`src/rtl/mem_responder.sv`:
```
// Memory-side responder for the LC-3b datapath memory port: accepts a held
// read/write request, inserts LATENCY-1 wait states, then pulses mem_resp.
module mem_responder #(
    parameter int LATENCY    = 3,
    parameter int INDEX_BITS = 8
) (
    input  logic        clk,
    input  logic        reset,
    input  logic        mem_read,
    input  logic        mem_write,
    input  logic [15:0] mem_address,
    input  logic [15:0] mem_wdata,
    input  logic [1:0]  mem_byte_enable,
    output logic        mem_resp,
    output logic [15:0] mem_rdata,
    output logic        prot_err
);
    localparam int DEPTH = 1 << INDEX_BITS;

    typedef enum logic [1:0] {IDLE, WAIT, RESPOND} state_t;

    state_t                state, state_nxt;
    logic [3:0]            cnt, cnt_nxt;
    logic                  accept;
    logic                  req;
    logic [INDEX_BITS-1:0] idx;
    logic [15:0]           wdata_q;
    logic [1:0]            be_q;
    logic                  is_write;
    logic [15:0]           mem [DEPTH];

    // Address bits outside the word index are deliberately ignored (aliasing).
    logic unused_addr;
    assign unused_addr = ^{mem_address[15:INDEX_BITS+1], mem_address[0]};

    assign req = mem_read | mem_write;

    always_comb begin
        state_nxt = state;
        cnt_nxt   = cnt;
        accept    = 1'b0;
        unique case (state)
            IDLE: begin
                if (req) begin
                    accept    = 1'b1;
                    cnt_nxt   = 4'(LATENCY - 1);
                    state_nxt = (LATENCY == 1) ? RESPOND : WAIT;
                end
            end
            WAIT: begin
                if (!req) begin
                    // Initiator dropped the request: abandon it silently.
                    state_nxt = IDLE;
                    cnt_nxt   = 4'd0;
                end else begin
                    cnt_nxt = cnt - 4'd1;
                    if (cnt == 4'd1) state_nxt = RESPOND;
                end
            end
            RESPOND: state_nxt = IDLE;
            default: state_nxt = IDLE;
        endcase
    end

    always_ff @(posedge clk or posedge reset) begin
        if (reset) begin
            state    <= IDLE;
            cnt      <= 4'd0;
            prot_err <= 1'b0;
            idx      <= '0;
            wdata_q  <= 16'h0000;
            be_q     <= 2'b00;
            is_write <= 1'b0;
        end else begin
            state <= state_nxt;
            cnt   <= cnt_nxt;
            if (accept) begin
                idx      <= mem_address[INDEX_BITS:1];
                wdata_q  <= mem_wdata;
                be_q     <= mem_byte_enable;
                // Read+write together resolves to a write and is flagged.
                is_write <= mem_write;
                if (mem_read && mem_write) prot_err <= 1'b1;
            end
        end
    end

    // Array is not reset; a reset forces IDLE so no pending write can land.
    always_ff @(posedge clk) begin
        if (state == RESPOND && is_write) begin
            if (be_q[0]) mem[idx][7:0]  <= wdata_q[7:0];
            if (be_q[1]) mem[idx][15:8] <= wdata_q[15:8];
        end
    end

    assign mem_resp  = (state == RESPOND);
    assign mem_rdata = (mem_resp && !is_write) ? mem[idx] : 16'h0000;

endmodule
```
`config.mk`:
```
export PLATFORM = sky130hd
export DESIGN_NAME = mem_responder
export DESIGN_NICKNAME = d
export VERILOG_FILES = /design/src/rtl/mem_responder.sv
export SDC_FILE = /design/constraint.sdc
export NUM_CORES = 2
export LEC_CHECK = 0
export BUFFER_PORTS_ARGS = -buffer_cell sky130_fd_sc_hd__buf_2
export CORE_AREA = 4 4 637 639
export CTS_CLUSTER_SIZE = 12
export DETAILED_ROUTE_END_ITERATION = 8
export DIE_AREA = 0 0 641 643
export GPL_ROUTABILITY_DRIVEN = 0
export HOLD_SLACK_MARGIN = 0.15
export PLACE_DENSITY = 0.54
export SETUP_SLACK_MARGIN = 0.1
export SLEW_MARGIN = 25
export SYNTH_ARGS = -nofsm -noshare
export SYNTH_HDL_FRONTEND = slang
export SYNTH_SLANG_ARGS = --single-unit
```
`constraint.sdc`:
```
create_clock -name clk -period 4.2 [get_ports clk]
set_input_delay 0.84 -clock clk [delete_from_list [all_inputs] [get_ports clk]]
set_output_delay 0.84 -clock clk [all_outputs]
set_load 0.1 [all_outputs]
```
==> impl_metrics.tcl <==
set metrics [dict create \
    initial_core_util_pct 39.95 \
    cp_num_buf_inv 7 \
    rr_worst_depth 9 \
    fillerInstances 32830 \
    antenna_found_initial 20 \
    row_count 232 \
    io_pins 56 \
    final_antenna_net_count 1 \
    finalMaxSlewViolations 0 \
    power_density_nw_per_um2 693.2 \
    tightest_slew_ns 1.043 \
    area_growth_pct 19.51 \
    cts_sinks 4130 \
    vias_per_cell 5.635 \
    grt_pass1_vias 83590 \
    synth_top_area_share_pct 77.14 \
    synth_cells 7730 \
    wire_per_inst_um 29.68 \
    ys.flop_type "edfxtp_1" \
    grt_max_degree 157 \
    status "complete, but fails checks" \
    crit_type "flip-flop to output pin" \
    multiInputGateArea_um2 34680 \
    max-slew-margin-rel_pct 30.48 \
    drc_errors 0 \
    yosys_warnings 0 \
    syn_nets 7770 \
    critPathMaxStageDelay_ns 0.54 \
    coreArea_um2 399100 \
    finalCritPeriodShare_pct 124.6 \
    async_flop_share_pct 0.8232 \
    dp_hpwl_um 268900 \
    dpl_worst_slack_ns -0.4390 \
    port_buffers 47 \
    yosys-top-cells-count "edfxtp_1 (4096), mux4_2 (796), nor2_1 (542)" \
    ir_drop_mv 0.5581 \
    first_iter_violations 8811 \
    firstDrtPassIters 5 \
    cp_slowest_cell "dfrtp_4" \
    grt_pass1_wl_um 616100 \
    route.vias.total 81880 \
    synth_edf_count 4096 \
    clock.fmax_mhz 191.1 \
    drive_above_1_share_pct 30.73 \
    holdPathStages 2 \
    cts_buffers 432 \
    overflow 0 \
    die_area_um2 412200 \
    synthTopCellsByArea "edfxtp_1 (77%), mux4_2 (11%), mux2i_1 (3.4%)" \
    cts_max_level 5 \
    clock_latency_ns 1.00 \
    detail_route.wirelength_um 431200 \
    regArea_um2 123900 \
    drv_cap 0 \
    fin_ws_ns -1.033 \
    clk_pin_slew_ns 0.06 \
    dp.cells 13630 \
    synth_cell_types 56 \
    fin_skew_ns 0.09794 \
    reg2reg_to "mem[38][3]$_DFFE_PP_" \
    worstPathRequired_ns 3.36 \
    cp_max_fo 7 \
    die-height_um 643 \
    postSynthAreaPerCell_um2 20.63 \
    hold_viol_final 0 \
    cts_root_buf "clkbuf_16" \
    cp_data_arrival_time_ns 4.39 \
    hold_end "idx[7]$_DFFE_PP0P_" \
    cp_common_cell "buf_12" \
    rsz0062_at_grt "true" \
    setup_viol 16 \
    final_nets 8941 \
    grtUsageTotal_pct 20.55 \
    crit_chain "buf_12 > buf_16 > buf_12 > and2_4 > clkbuf_16 > a221oi_4 > buf_4 > o21ai_0 > nand4_1 > nand2_2 > a31o_1 > buf_12 > o211ai_1 > buf_6" \
    hold-worst-slack_ns 0.2307 \
    synth_top_area_cell "edfxtp_1" \
    rrSetupSlack_ns 0.28 \
    instances_no_fill 14530 \
    worstHoldPathType "primary input to flip-flop" \
    chipWidth_um 641 \
    power_mw 132.1 \
    hp-start "mem_address[8]" \
    clock_path_buffers 4 \
    violations "antenna rules, setup timing" \
    yosysSeqAreaShare_pct 77.67 \
    rr_startpoint "state[1]$_DFFE_PP0P_" \
    layout_min_cycle_time_ns 5.233 \
    ys_ff_latch 4130 \
    tritoncts "done" \
    endpoint_kind "output pin" \
    syn_area_um2 159400 \
    yosys.cell_count.top_type "edfxtp_1" \
    cp_top_family "buffers and inverters" \
    p_leak_nw 61.85 \
    critPathLaunchType "flip-flop" \
]
## how the worst max path moves through the flow
stage	start	endpoint	slack (ns)	cells after the start
after floorplan	idx[1]$_DFFE_PP0P_	mem_rdata[5]	0.10	10
after global placement	idx[0]$_DFFE_PP0P_	mem_rdata[13]	-0.43	13
after detailed placement	idx[0]$_DFFE_PP0P_	mem_rdata[13]	-0.44	12
after CTS	idx[0]$_DFFE_PP0P_	mem_rdata[13]	-1.07	14
after global routing	idx[0]$_DFFE_PP0P_	mem_rdata[13]	-1.16	13
final	idx[0]$_DFFE_PP0P_	mem_rdata[13]	-1.03	14
## per-layer routing
metal	part of all wire [%]	vias up	track usage, %
li1	-	34560	-
met1	42	43960	29.43
met2	48	2748	33.14
met3	6.1	609	2.646
met4	3.2	2	5.870
met5	0.0030	-	0
## placed cells by master, fill, tap and decap left out, types with 29 or more instances in the layout
cell type,count
edfxtp_1,4096
buf_4,920
mux4_2,796
nor2_1,531
mux2i_1,528
clkbuf_16,445
a22oi_1,215
nand2_1,164
buf_12,157
clkinv_1,120
clkbuf_1,112
a21oi_1,103
o22ai_1,95
o21ai_0,84
mux2_2,56
clkinv_2,50
nand3_1,49
buf_16,38
diode_2,36
nand4_1,35
buf_6,33
buf_2,31
a22oi_2,29
## repair_timing
action	4_1_cts	5_1_grt
gates cloned	19	8
hold buffers	22	0
pin swaps	50	30
endpoints found under the hold margin	54	0
setup endpoints to repair	16	16
gates resized for setup	235	93
setup buffers	42	13
## where the power goes
| group | switching, mW | total [mW] | internal, mW |
|---|---|---|---|
| combinational | 25.9 | 43.4 | 17.6 |
| sequential | 1.61 | 53.4 | 51.7 |
| clock | 15.6 | 35.3 | 19.7 |
| total | 43.1 | 132 | 89.0 |
## registers in the layout, summed over array words and instances (netlist names)
name / count
be_q: 2
state: 2
cnt: 4
is_write: 1
prot_err: 1
wdata_q: 16
idx: 8
mem: 4096
## stage by stage
step	TNS (ns)	area, um2	utilization (%)
2_1_floorplan	0	159500	-
5_1_grt	-17.30	190500	47.74
3_3_place_gp	-4.203	174400	43.68
3_5_place_dp	-3.871	174400	43.68
6_report	-15.20	190600	47.74
4_1_cts	-16.58	189700	47.52
## cells by family (layout without fill, tap and decap cells)
| group | Yosys count | in the layout | synth area share [%] |
|---|---|---|---|
| compound gates | 791 | 791 | 3.379 |
| fa+ha+maj | 2 | 2 | 0.01569 |
| buf+inv | 489 | 1988 | 1.487 |
| flops | 4130 | 4130 | 77.67 |
| mux | 1387 | 1387 | 15.00 |
| other cells | 0 | 36 | 0 |
| simple gates | 931 | 931 | 2.446 |
## cell type report
class                      count  share of cell area (%)
timing repair buffer        1221                   6.488
clock inverter               211                  0.7853
sequential                  4130                   65.04
inverter                       5                 0.01182
multi-input combinational   3111                   18.20
clock buffer                 551                   5.974
antenna                       36                 0.04727
tap                         5265                   3.457
Note: power is estimated with default switching activity, not from simulation.
